$ cat src/rtl/seg_pkg.sv
// Shared glyph constants and types for the 4-digit 7-segment scanner.
// Glyphs are active-low {g,f,e,d,c,b,a}.
package seg_pkg;

  localparam int unsigned NIB_W  = 4;
  localparam int unsigned DIG_N  = 4;
  localparam int unsigned AN_W   = 4;
  localparam int unsigned SEG_W  = 7;

  localparam logic [SEG_W-1:0] SEG_0     = 7'b1000000;
  localparam logic [SEG_W-1:0] SEG_1     = 7'b1111001;
  localparam logic [SEG_W-1:0] SEG_2     = 7'b0100100;
  localparam logic [SEG_W-1:0] SEG_3     = 7'b0110000;
  localparam logic [SEG_W-1:0] SEG_4     = 7'b0011001;
  localparam logic [SEG_W-1:0] SEG_5     = 7'b0010010;
  localparam logic [SEG_W-1:0] SEG_6     = 7'b0000010;
  localparam logic [SEG_W-1:0] SEG_7     = 7'b1111000;
  localparam logic [SEG_W-1:0] SEG_8     = 7'b0000000;
  localparam logic [SEG_W-1:0] SEG_9     = 7'b0010000;
  localparam logic [SEG_W-1:0] SEG_DASH  = 7'b0111111;
  localparam logic [SEG_W-1:0] SEG_BLANK = 7'b1111111;

  localparam logic [AN_W-1:0]  AN_OFF    = 4'b1111;

  typedef logic [1:0] digit_idx_t;

  // Packed BCD word; element [i] is digit i (0 = ones).
  typedef logic [DIG_N-1:0][NIB_W-1:0] bcd_word_t;

endpackage

$ cat src/rtl/bcd_seg_scanner_if.sv
// Load/enable inputs and display pin outputs of the scanner.
interface bcd_seg_scanner_if;

  seg_pkg::bcd_word_t bcd_in;
  logic               bcd_load;
  logic               enable;
  logic [3:0]         an;
  logic [6:0]         seg;
  logic               frame_done;

  modport master (
    output bcd_in, bcd_load, enable,
    input  an, seg, frame_done
  );

  modport slave (
    input  bcd_in, bcd_load, enable,
    output an, seg, frame_done
  );

endinterface

$ cat src/rtl/bcd_to_seg.sv
// Combinational nibble to active-low 7-segment glyph; A-F render as a dash.
module bcd_to_seg
  import seg_pkg::*;
(
  input  logic [NIB_W-1:0] nib_i,
  output logic [SEG_W-1:0] seg_c
);

  always_comb begin
    seg_c = SEG_DASH;
    case (nib_i)
      4'd0:    seg_c = SEG_0;
      4'd1:    seg_c = SEG_1;
      4'd2:    seg_c = SEG_2;
      4'd3:    seg_c = SEG_3;
      4'd4:    seg_c = SEG_4;
      4'd5:    seg_c = SEG_5;
      4'd6:    seg_c = SEG_6;
      4'd7:    seg_c = SEG_7;
      4'd8:    seg_c = SEG_8;
      4'd9:    seg_c = SEG_9;
      default: seg_c = SEG_DASH;
    endcase
  end

endmodule

$ cat src/rtl/bcd_seg_scanner.sv
// Time-multiplexed 4-digit common-anode 7-segment driver with a
// frame-coherent display register and leading-zero blanking.
module bcd_seg_scanner
  import seg_pkg::*;
#(
  parameter int unsigned REFRESH_DIV = 50000,
  parameter bit          BLANK_LZ    = 1'b1
) (
  input  logic               clk,
  input  logic               reset,
  bcd_seg_scanner_if.slave   bus
);

  localparam int unsigned           CNT_W   = $clog2(REFRESH_DIV);
  localparam logic [CNT_W-1:0]      CNT_MAX = CNT_W'(REFRESH_DIV - 1);

  logic [CNT_W-1:0] div_q, div_d;
  digit_idx_t       idx_q, idx_d;
  bcd_word_t        pend_q, pend_d;
  bcd_word_t        disp_q, disp_d;
  logic [AN_W-1:0]  an_q, an_d;
  logic [SEG_W-1:0] seg_q, seg_d;
  logic             fd_q, fd_d;

  logic             tick_c;
  logic             boundary_c;
  logic [NIB_W-1:0] nib_c;
  logic [SEG_W-1:0] glyph_c;
  logic [DIG_N-1:0] upper_zero_c;
  logic             blank_c;

  assign tick_c     = bus.enable && (div_q == CNT_MAX);
  assign boundary_c = tick_c && (idx_q == digit_idx_t'(3));
  assign nib_c      = disp_q[idx_q];

  bcd_to_seg u_dec (
    .nib_i (nib_c),
    .seg_c (glyph_c)
  );

  // upper_zero_c[i]: digit i and every digit above it are zero
  always_comb begin
    upper_zero_c[3] = (disp_q[3] == '0);
    upper_zero_c[2] = upper_zero_c[3] && (disp_q[2] == '0);
    upper_zero_c[1] = upper_zero_c[2] && (disp_q[1] == '0);
    upper_zero_c[0] = upper_zero_c[1] && (disp_q[0] == '0);
  end

  assign blank_c = BLANK_LZ && (idx_q != digit_idx_t'(0)) && upper_zero_c[idx_q];

  always_comb begin
    div_d  = div_q;
    idx_d  = idx_q;
    pend_d = pend_q;
    disp_d = disp_q;
    fd_d   = 1'b0;
    an_d   = AN_OFF;
    seg_d  = SEG_BLANK;

    if (bus.bcd_load) begin
      pend_d = bus.bcd_in;
    end

    if (bus.enable) begin
      div_d = tick_c ? '0 : div_q + CNT_W'(1);
      an_d  = ~(AN_W'(1) << idx_q);
      seg_d = blank_c ? SEG_BLANK : glyph_c;
    end

    if (tick_c) begin
      idx_d = idx_q + digit_idx_t'(1);
    end

    // A load coinciding with the frame boundary bypasses the pending register
    if (boundary_c) begin
      disp_d = bus.bcd_load ? bus.bcd_in : pend_q;
      fd_d   = 1'b1;
    end
  end

  always_ff @(posedge clk or posedge reset) begin
    if (reset) begin
      div_q  <= '0;
      idx_q  <= '0;
      pend_q <= '0;
      disp_q <= '0;
      an_q   <= AN_OFF;
      seg_q  <= SEG_BLANK;
      fd_q   <= 1'b0;
    end else begin
      div_q  <= div_d;
      idx_q  <= idx_d;
      pend_q <= pend_d;
      disp_q <= disp_d;
      an_q   <= an_d;
      seg_q  <= seg_d;
      fd_q   <= fd_d;
    end
  end

  assign bus.an         = an_q;
  assign bus.seg        = seg_q;
  assign bus.frame_done = fd_q;

endmodule

$ cat src/flat_wrapper.sv
// flat-port wrapper written by rule: the top's interface ports become plain ports
module bcd_seg_scanner_flat import seg_pkg::*;
#(
  parameter int unsigned REFRESH_DIV = 50000,
  parameter bit          BLANK_LZ    = 1'b1
)
  (clk, reset, bus_bcd_in, bus_bcd_load, bus_enable, bus_an, bus_seg, bus_frame_done);
  bcd_seg_scanner_if bus_i ();
  input  logic clk;
  input  logic reset;
  input wire logic [$bits(bus_i.bcd_in)-1:0] bus_bcd_in;
  input wire logic [$bits(bus_i.bcd_load)-1:0] bus_bcd_load;
  input wire logic [$bits(bus_i.enable)-1:0] bus_enable;
  output wire logic [$bits(bus_i.an)-1:0] bus_an;
  output wire logic [$bits(bus_i.seg)-1:0] bus_seg;
  output wire logic [$bits(bus_i.frame_done)-1:0] bus_frame_done;
  assign bus_i.bcd_in = bus_bcd_in;
  assign bus_i.bcd_load = bus_bcd_load;
  assign bus_i.enable = bus_enable;
  assign bus_an = bus_i.an;
  assign bus_seg = bus_i.seg;
  assign bus_frame_done = bus_i.frame_done;
  bcd_seg_scanner #(.REFRESH_DIV(REFRESH_DIV), .BLANK_LZ(BLANK_LZ)) u_core (.clk(clk), .reset(reset), .bus(bus_i));
endmodule
$ cat config.mk
export PLATFORM = sky130hd
export DESIGN_NAME = bcd_seg_scanner_flat
export DESIGN_NICKNAME = d
export VERILOG_FILES = /design/src/rtl/seg_pkg.sv /design/src/rtl/bcd_seg_scanner_if.sv /design/src/rtl/bcd_to_seg.sv /design/src/rtl/bcd_seg_scanner.sv /design/src/flat_wrapper.sv
export SDC_FILE = /design/constraint.sdc
export NUM_CORES = 1
export LEC_CHECK = 0
export CORE_MARGIN = 3
export CORE_UTILIZATION = 56
export DETAILED_ROUTE_END_ITERATION = 10
export GPL_TIMING_DRIVEN = 0
export HOLD_SLACK_MARGIN = 0.1
export PLACE_DENSITY = 0.86
export SYNTH_ARGS = -nofsm -noshare
export SYNTH_HDL_FRONTEND = slang
export SYNTH_SLANG_ARGS = --single-unit
$ cat constraint.sdc
create_clock -name clk -period 2.9 [get_ports clk]
set_clock_uncertainty 0.1 [all_clocks]
set_input_delay 0.725 -clock clk [delete_from_list [all_inputs] [get_ports clk]]
set_output_delay 0.725 -clock clk [all_outputs]
set_load 0.005 [all_outputs]
==> impl_metrics.ini, run 1 <==
[floorplan]
chipWidth_um = 77.6
io_pins = 32
coreArea_um2 = 4850
dieArea_um2 = 6030
num_rows = 25
die_y_um = 77.6
start_util = 0.593

[sta]
setup_tns_ns = 0
rsz0062_at_grt = false
min_period_over_period = 0.765
final.setup.worst_slack_ns = 0.682
max_freq_ghz = 0.451
fin_crit_ns = 2.22
slew_headroom = 0.625
whs_ns = 0.397
hold_viol = 0
final_max_slew_viol_count = 0
tightestPinTransition_ns = 0.563
setup_violations = 0

[cts]
clock_sinks = 62
post_cts_buffers = 0
cts_made_buffers = 9
cts-root-buf = clkbuf_8
post_cts_resized = 0
path_clk_slew_ns = 0.06
ctsHoldBuffers = 0
cts_max_level = 3
clk_path_buf_depth = 2
tritoncts = yes
clk_latency_ns = 0.34

[synth]
synth_area_leaders = dfrtp_1 44%, dfstp_2 10%, mux2_2 9.0%
syn_area_per_cell_um2 = 12.9
synth_top_area_cell = dfrtp_1
yosys-top-cells-count = 51 x dfrtp_1, 23 x mux2_2, 13 x inv_1, 12 x nor2_1, 11 x dfstp_2
async_flop_share = 1.00
synth_edf_count = 0
yosysMostFrequentCell = dfrtp_1
ys.flop_type = dfrtp_1
ys_warn_count = 0
netlist_area_um2 = 2870
synth.net_count = 253
synth_cell_types = 37
syn_inst = 223
synth-seq-area-share = 0.545
ys_ff_latch = 62
synth_top_area_frac = 0.444

[final_layout]
postLayoutCoreUtil = 0.712
multi_input_area_um2 = 1210
nFillCells = 345
finalNetCount = 294
seq_area_um2 = 1570
antenna_cells = 0
syn_to_final_growth_pct = 20.1
layout-drive-gt1-share = 0.271

[pwr]
leakage_uw = 0.00156
powerDensity_nw_per_um2 = 531
max-vdd-ir-drop_v = 0.000353

[critical_path]
cp_max_fo = 7
reg2reg_slack_ns = 0.68
critPathKind = flip-flop to flip-flop
timing.rr.end = u_core.bus.seg[3]
cp_data_required_time_ns = 3.04
worstReg2RegStart = u_core.idx_q[0]
cp-start-kind = flip-flop
crit_start = u_core.idx_q[0]
rr_worst_depth = 8
arrival_ns = 2.36
endpoint = u_core.bus.seg[3]
cp-end-kind = flip-flop

[global_route]
grt_start_max_net_pins = 38
grt_pass1_vias = 1897
grt_pass1_wl_mm = 8.87
antenna_found_initial = 0
grtUsageTotal = 0.192
grt_remaining_overflow = 0

[routing]
drc = 0
vias = 1846
wl_mm = 5.15
wire_per_inst_um = 15.3
drtAntennaViolNets = 0
vias_per_cell = 5.49
first_pass_iters = 4
drt-initial-drc-count = 92

[run]
maxCapViolations = 0

[place]
place_ws_ns = 0.389
portBuffers = 29
place.gp.congestion = 0.772
dp_hpwl_mm = 3.61

[status]
outcome = finished clean

[min_path]
min_path_type = flip-flop to flip-flop
cell type report:
cell class	count	share of cell area
Buffer	9	0.0134
Clock buffer	12	0.0392
Clock inverter	4	0.0138
Inverter	13	0.0141
Multi-Input combinational cell	139	0.352
Sequential cell	62	0.454
Tap cell	67	0.0243
Timing Repair Buffer	30	0.0899
report_power, final:
part	internal [µW]	switching (µW)	leakage (µW)	total [µW]
combinational	78.0	67.1	0.000714	145
sequential	922	46.7	0.000755	969
clock	395	324	0.0000904	718
logic make-up after synthesis:
| logic type | share of synthesized area |
|---|---|
| multiplexers | 0.187 |
| flip-flops | 0.545 |
| buffers and inverters | 0.0331 |
| AND/OR/NAND/NOR | 0.119 |
| adder cells (fa/ha/maj) | 0.0435 |
| XOR/XNOR | 0.0396 |
| AO/OA/AOI/OAI | 0.0335 |
layer usage:
| metal | vias up | part of all wire | wire length [µm] | GRT usage |
|---|---|---|---|---|
| met5 | - | 0 | 0 | 0 |
| met4 | 0 | 0.031 | 160 | 0.119 |
| met3 | 13 | 0.051 | 264 | 0.0510 |
| met2 | 51 | 0.48 | 2480 | 0.294 |
| met1 | 912 | 0.44 | 2240 | 0.243 |
| li1 | 870 | - | - | - |
worst min-delay path by stage:
stage                           start           endpoint  slack, ns  cells past startpoint
global placement    u_core.pend_q[15]  u_core.pend_q[15]       0.38                      1
global route         u_core.pend_q[6]   u_core.pend_q[6]       0.42                      1
CTS                  u_core.pend_q[0]   u_core.pend_q[0]       0.40                      1
detailed placement  u_core.pend_q[12]  u_core.pend_q[12]       0.38                      1
floorplan            u_core.div_q[13]   u_core.div_q[13]       0.36                      1
finish               u_core.pend_q[0]   u_core.pend_q[0]       0.40                      1
state kept, by name, indices dropped and copies added, names as in the netlist:
name and cells:
u_core.bus.frame_done 1, u_core.pend_q 16, u_core.bus.seg 7, u_core.bus.an 4
u_core.disp_q 16, u_core.idx_q 2, u_core.div_q 16
placed cells by master (no fill, tap or decap), drive strengths merged, types with 5 or more instances in the layout:
master,Yosys,final
buf,7,8
clkbuf,2,14
clkdlybuf4s50,0,29
dfrtp,51,51
dfstp,11,11
ha,10,10
inv,13,13
mux2,34,34
nand2,11,11
nand3,10,10
nand4,5,5
nor2,12,12
nor4,7,7
xnor2,8,8
xor2,5,5
worst max-delay path, stage by stage (launching register included):
cell     delay (ns)
dfrtp_1        0.36
buf_2          0.22
mux4_2         0.61
inv_1          0.14
ha_1           0.16
inv_1          0.04
or2_2          0.28
mux2i_1        0.13
nand3_1        0.09
stage by stage:
step / cells / total power, µW / cell area [µm²]
2_1_floorplan: 223 / 1070 / 2870
3_3_place_gp: 319 / 1120 / 3250
3_5_place_dp: 320 / 1130 / 3270
4_1_cts: 336 / 1850 / 3450
5_1_grt: 336 / 1910 / 3450
6_report: 336 / 1830 / 3450
Power figures use the tool's default switching activity.
==> run 2: changes to the inputs <==
--- a/config.mk
+++ b/config.mk
@@ -6,11 +6,11 @@
 export NUM_CORES = 1
 export LEC_CHECK = 0
 export CORE_MARGIN = 3
-export CORE_UTILIZATION = 56
+export CORE_UTILIZATION = 50
 export DETAILED_ROUTE_END_ITERATION = 10
 export GPL_TIMING_DRIVEN = 0
 export HOLD_SLACK_MARGIN = 0.1
-export PLACE_DENSITY = 0.86
+export PLACE_DENSITY = 0.82
 export SYNTH_ARGS = -nofsm -noshare
 export SYNTH_HDL_FRONTEND = slang
 export SYNTH_SLANG_ARGS = --single-unit
==> constraint.sdc (replaced) <==
create_clock -name clk -period 1.8 [get_ports clk]
set_clock_uncertainty 0.1 [all_clocks]
set_input_delay 0.45 -clock clk [delete_from_list [all_inputs] [get_ports clk]]
set_output_delay 0.45 -clock clk [all_outputs]
set_load 0.005 [all_outputs]
==> run 2 against run 1 <==
Compared with the run above: the run now ends with setup timing left; critical endpoint is now u_core.disp_q[0]; first-iteration DRC count grew 1.1%; critical path type unchanged; register-to-register slack got worse by 0.89 ns; largest cell class unchanged; total power up 64%; via count grew 5.1%; setup slack worse by 0.89 ns; cell count is 8.3% higher; sequential power up 61%; critical path depth shrank 3; largest power group unchanged; sequential share of layout area decreased by 4.5 points.
==> impl_metrics.ini, run 2 (synthesis results as in run 1) <==
[cts]
path_clk_slew_ns = 0.07
clk_path_buf_depth = 2
cts_max_level = 3
clk_latency_ns = 0.34
cts-root-buf = clkbuf_8
tritoncts = yes
clock_sinks = 62
ctsHoldBuffers = 0
cts_made_buffers = 9

[floorplan]
chipWidth_um = 81.8
coreArea_um2 = 5340
dieArea_um2 = 6690
num_rows = 26
die_y_um = 81.8
start_util = 0.539
io_pins = 32

[place]
place_ws_ns = -0.358
dp_hpwl_mm = 3.52
place.gp.congestion = 0.834
dpl-instance-area_um2 = 3310
portBuffers = 29

[critical_path]
cp-end-kind = flip-flop
timing.rr.end = u_core.disp_q[0]
max_stage_delay_ns = 0.58
cp-start-kind = flip-flop
cp_cell_sequence = or4b_4 > nor4_4 > nand2_4 > buf_12 > mux2_4
reg2reg_slack_ns = -0.21
cp_max_fo = 10
crit_start = u_core.div_q[7]
endpoint = u_core.disp_q[0]
cp_data_required_time_ns = 1.91
cpMaxStageDelayCell = or4b_4
cp_num_buf_inv = 1
rr_worst_depth = 5
cp_top_family = simple AND/OR/NAND/NOR gates
cp_num_cells = 5
critPathKind = flip-flop to flip-flop
arrival_ns = 2.12
worstReg2RegStart = u_core.div_q[7]

[status]
violations = setup timing
outcome = complete, but fails checks

[routing]
first_pass_iters = 5
wire_per_inst_um = 15.5
vias_per_cell = 5.33
drt-initial-drc-count = 93
drc = 0
vias = 1940
drtAntennaViolNets = 0
wl_mm = 5.64

[final_layout]
final_common_cell = dfrtp_1
antenna_cells = 0
syn_to_final_growth_pct = 33.3
layout_common_cells = 50 x dfrtp_1, 21 x mux2_2, 21 x buf_4, 18 x clkdlybuf4s50_1, 13 x mux2_4
finalNetCount = 319
layout-drive-gt1-share = 0.442
final_area_um2 = 3830
nFillCells = 346
reg_top3 = u_core.disp_q x16, u_core.div_q x16, u_core.pend_q x16

[pwr]
max-vdd-ir-drop_v = 0.000586
switching_share = 0.242
powerDensity_nw_per_um2 = 784
p_seq_frac = 0.520
power_uw = 3000
internal_power_uw = 2280
combPwrFrac = 0.096
switchingPower_uw = 728
p_clk_frac = 0.384
leakage_uw = 0.00170

[run]
maxCapViolations = 0

[min_path]
min_path_type = input port to flip-flop

[global_route]
grt_remaining_overflow = 0
antenna_found_initial = 0
grtUsageTotal = 0.178
grt_pass1_vias = 1869
grt_pass1_wl_mm = 8.85
grt_start_max_net_pins = 63

[sta]
max_freq_ghz = 0.498
final_max_slew_viol_count = 0
min_period_over_period = 1.12
rsz0062_at_grt = true
setup_tns_ns = -3.89
slew_headroom = 0.717
fin_crit_ns = 2.01
hold_viol = 0
setup_violations = 23
final.setup.worst_slack_ns = -0.209
tightestPinTransition_ns = 0.424
==> run 2: changes by cell type in the layout (fill, tap and decap cells not counted), moves of 6 or more <==
| cell | before | now |
|---|---|---|
| buf_4 | 0 | 21 |
| buf_6 | 1 | 8 |
| clkdlybuf4s50_1 | 29 | 18 |
| dlygate4sd2_1 | 0 | 11 |
| ha_1 | 10 | 4 |
| inv_1 | 12 | 6 |
==> run 2: worst register-to-register path: cells and delay by family (launching register included) <==
kind | cells | cell delay, ns
flip-flops | 1 | 0.38
buffers and inverters | 1 | 0.17
multiplexers | 1 | 0.30
AND/OR/NAND/NOR | 3 | 0.94
==> run 2: worst min path at each step <==
stage,endpoint,slack (ns),cells after the start,start
2_1_floorplan,u_core.div_q[13],0.36,1,u_core.div_q[13]
3_3_place_gp,u_core.div_q[10],0.38,1,u_core.div_q[10]
3_5_place_dp,u_core.pend_q[13],0.39,1,u_core.pend_q[13]
4_1_cts,u_core.bus.seg[6],0.20,2,bus_enable
5_1_grt,u_core.bus.seg[6],0.21,2,bus_enable
6_report,u_core.bus.seg[6],0.22,2,bus_enable
==> run 2: layer usage <==
metal | routed length (µm) | global-route usage
met5 | 0 | 0
met4 | 133 | 0.0914
met3 | 284 | 0.0373
met2 | 2750 | 0.277
met1 | 2470 | 0.235
==> run 2: timing repair <==
action / 4_1_cts / 5_1_grt
gates cloned: 0 / 1
endpoints found under the setup margin: 44 / 34
pin swaps: 13 / 11
endpoints found under the hold margin: 0 / 0
buffers inserted: 18 / 7
gates resized for setup: 32 / 20
==> run 2: final cells by class <==
cell class	instances	area, µm²	share of cell area
multi-input cells	139	1340	0.349
inverters	13	57.6	0.0150
well taps	70	87.6	0.0229
clock inverters	7	65.1	0.0170
clock buffers	9	124	0.0323
flip-flops and latches	62	1570	0.409
repair buffers	56	510	0.133
plain buffers	8	81.3	0.0212
==> run 2: per-stage QoR <==
| stage | util | hold WS [ns] | cells |
|---|---|---|---|
| after global routing | 0.718 | 0.211 | 364 |
| after detailed placement | 0.620 | 0.389 | 322 |
| after global placement | 0.620 | 0.378 | 322 |
| after CTS | 0.690 | 0.200 | 355 |
| final | 0.718 | 0.222 | 364 |
| after floorplan | - | 0.360 | 223 |
==> run 2: power groups by stage <==
stage	logic, µW	clock network, µW	registers [µW]
after floorplan	164	0	1560
after global placement	227	0	1580
after detailed placement	236	0	1580
after CTS	237	1180	1560
after global routing	316	1240	1570
final	287	1150	1560
==> run 3: changes to the inputs <==
--- a/config.mk
+++ b/config.mk
@@ -14,3 +14,4 @@
 export SYNTH_ARGS = -nofsm -noshare
 export SYNTH_HDL_FRONTEND = slang
 export SYNTH_SLANG_ARGS = --single-unit
+export TNS_END_PERCENT = 30
==> run 3 against run 2 <==
Compared with the run above: the flow still finishes with violations (setup timing); critical path depth grew 1; final area shrank 4.0%; hold slack gained 0.088 ns; global-route usage shrank 0.68 points; cell count decreased by 2.2%; register-to-register slack worse by 0.02 ns; combinational power is 11% lower; first-iteration DRC count is 7.5% lower; sequential power is essentially flat; sequential share of layout area up 1.7 points; routed wire length down 9.4%.
==> impl_metrics.ini, run 3 (synthesis results as in run 1) <==
[status]
outcome = complete, but fails checks
violations = setup timing

[pwr]
max-vdd-ir-drop_v = 0.000498
combPwrFrac = 0.084
internal_power_uw = 2340
p_clk_frac = 0.400
switchingPower_uw = 688
powerDensity_nw_per_um2 = 823
switching_share = 0.227
leakage_uw = 0.00163
p_seq_frac = 0.516

[routing]
drt-initial-drc-count = 86
vias = 1877
wire_per_inst_um = 14.3
wl_mm = 5.10
vias_per_cell = 5.27
first_pass_iters = 4
drc = 0
drtAntennaViolNets = 0

[run]
maxCapViolations = 0

[final_layout]
finalNetCount = 311
final_common_cell = dfrtp_1
layout_common_cells = 50 x dfrtp_1, 22 x mux2_2, 18 x clkdlybuf4s50_1, 16 x buf_4, 12 x nor2_1
layout-drive-gt1-share = 0.371
reg_top3 = u_core.disp_q x16, u_core.div_q x16, u_core.pend_q x16
nFillCells = 372
antenna_cells = 0
syn_to_final_growth_pct = 27.9

[place]
dp_hpwl_mm = 3.39
place.gp.congestion = 0.849
place_ws_ns = -0.397
portBuffers = 29

[global_route]
grt_pass1_vias = 1801
grt_pass1_wl_mm = 8.59
grt_remaining_overflow = 0
grt_start_max_net_pins = 63
antenna_found_initial = 0
grtUsageTotal = 0.171

[cts]
clock_sinks = 62
cts_max_level = 3
clk_latency_ns = 0.33
cts-root-buf = clkbuf_8
tritoncts = yes
clk_path_buf_depth = 2
path_clk_slew_ns = 0.07
cts_made_buffers = 9

[floorplan]
num_rows = 26
coreArea_um2 = 5340
chipWidth_um = 81.8
io_pins = 32
die_y_um = 81.8
start_util = 0.539
dieArea_um2 = 6690

[sta]
rsz0062_at_grt = true
final.setup.worst_slack_ns = -0.228
setup_violations = 32
final_max_slew_viol_count = 0
setup_tns_ns = -4.69
fin_crit_ns = 2.03
slew_headroom = 0.613
max_freq_ghz = 0.493
hold_viol = 0
min_period_over_period = 1.13
tightestPinTransition_ns = 0.580

[critical_path]
cp-start-kind = flip-flop
worstReg2RegStart = u_core.div_q[0]
critPathKind = flip-flop to flip-flop
cp_max_fo = 10
cp_data_required_time_ns = 1.91
crit_start = u_core.div_q[0]
arrival_ns = 2.13
reg2reg_slack_ns = -0.23
cp-end-kind = flip-flop

[min_path]
min_path_type = input port to flip-flop
worstHoldStart = bus_enable
[run 3: timing repair]
| action | CTS | global route |
|---|---|---|
| setup buffers | 11 | 6 |
| hold buffers | 0 | 0 |
| setup endpoints to repair | 44 | 35 |
| resized for setup | 34 | 6 |
| pin swaps | 9 | 3 |
| hold endpoints to repair | 0 | 0 |
[run 3: power groups by stage]
stage	clock, µW	sequential (µW)	combinational (µW)
2_1_floorplan	0	1560	161
3_3_place_gp	0	1580	225
3_5_place_dp	0	1580	234
4_1_cts	1230	1560	234
5_1_grt	1310	1570	286
6_report	1210	1560	255
[run 3: metrics by stage]
| stage | cell area, µm² | utilization | std cells | power (µW) | hold slack (ns) |
|---|---|---|---|---|---|
| finish | 3680 | 0.689 | 356 | 3030 | 0.309 |
| global route | 3680 | 0.689 | 356 | 3170 | 0.317 |
| global placement | 3260 | 0.611 | 322 | 1800 | 0.382 |
| detailed placement | 3260 | 0.611 | 322 | 1820 | 0.386 |
| CTS | 3600 | 0.675 | 349 | 3030 | 0.308 |
| floorplan | 2880 | - | 223 | 1720 | 0.360 |
[run 3: cell type report]
| cell class | instances | area, µm² | share of cell area |
|---|---|---|---|
| multi-input combinational | 139 | 1270 | 0.345 |
| tap | 70 | 87.6 | 0.0238 |
| clock inverter | 3 | 42.5 | 0.0116 |
| buffer | 9 | 71.3 | 0.0194 |
| clock buffer | 13 | 159 | 0.0432 |
| timing repair buffer | 47 | 428 | 0.116 |
| sequential | 62 | 1570 | 0.426 |
| inverter | 13 | 55.1 | 0.0150 |
[run 3: final timing paths]
kind	cells past startpoint	end
worst max register to register	6	u_core.disp_q[0]
worst min register to register	1	u_core.pend_q[5]
worst min-delay path	2	u_core.bus.seg[6]
min in group asynchronous	2	u_core.div_q[0]
worst max-delay path	6	u_core.disp_q[0]
max in group asynchronous	3	u_core.bus.seg[0]
[run 3: layer usage]
| metal | GRT usage | part of all wire | up-vias |
|---|---|---|---|
| li1 | - | - | 901 |
| met1 | 0.241 | 0.47 | 930 |
| met2 | 0.256 | 0.48 | 35 |
| met3 | 0.0362 | 0.039 | 11 |
| met4 | 0.0781 | 0.020 | 0 |
| met5 | 0 | 0 | - |
[run 3: critical path: stages, from the launching register on]
cell and delay, ns:
dfrtp_1 0.39, ha_2 0.20, nand4_1 0.23, nor4_4 0.40
nand2_4 0.11, buf_12 0.17, mux2_4 0.29
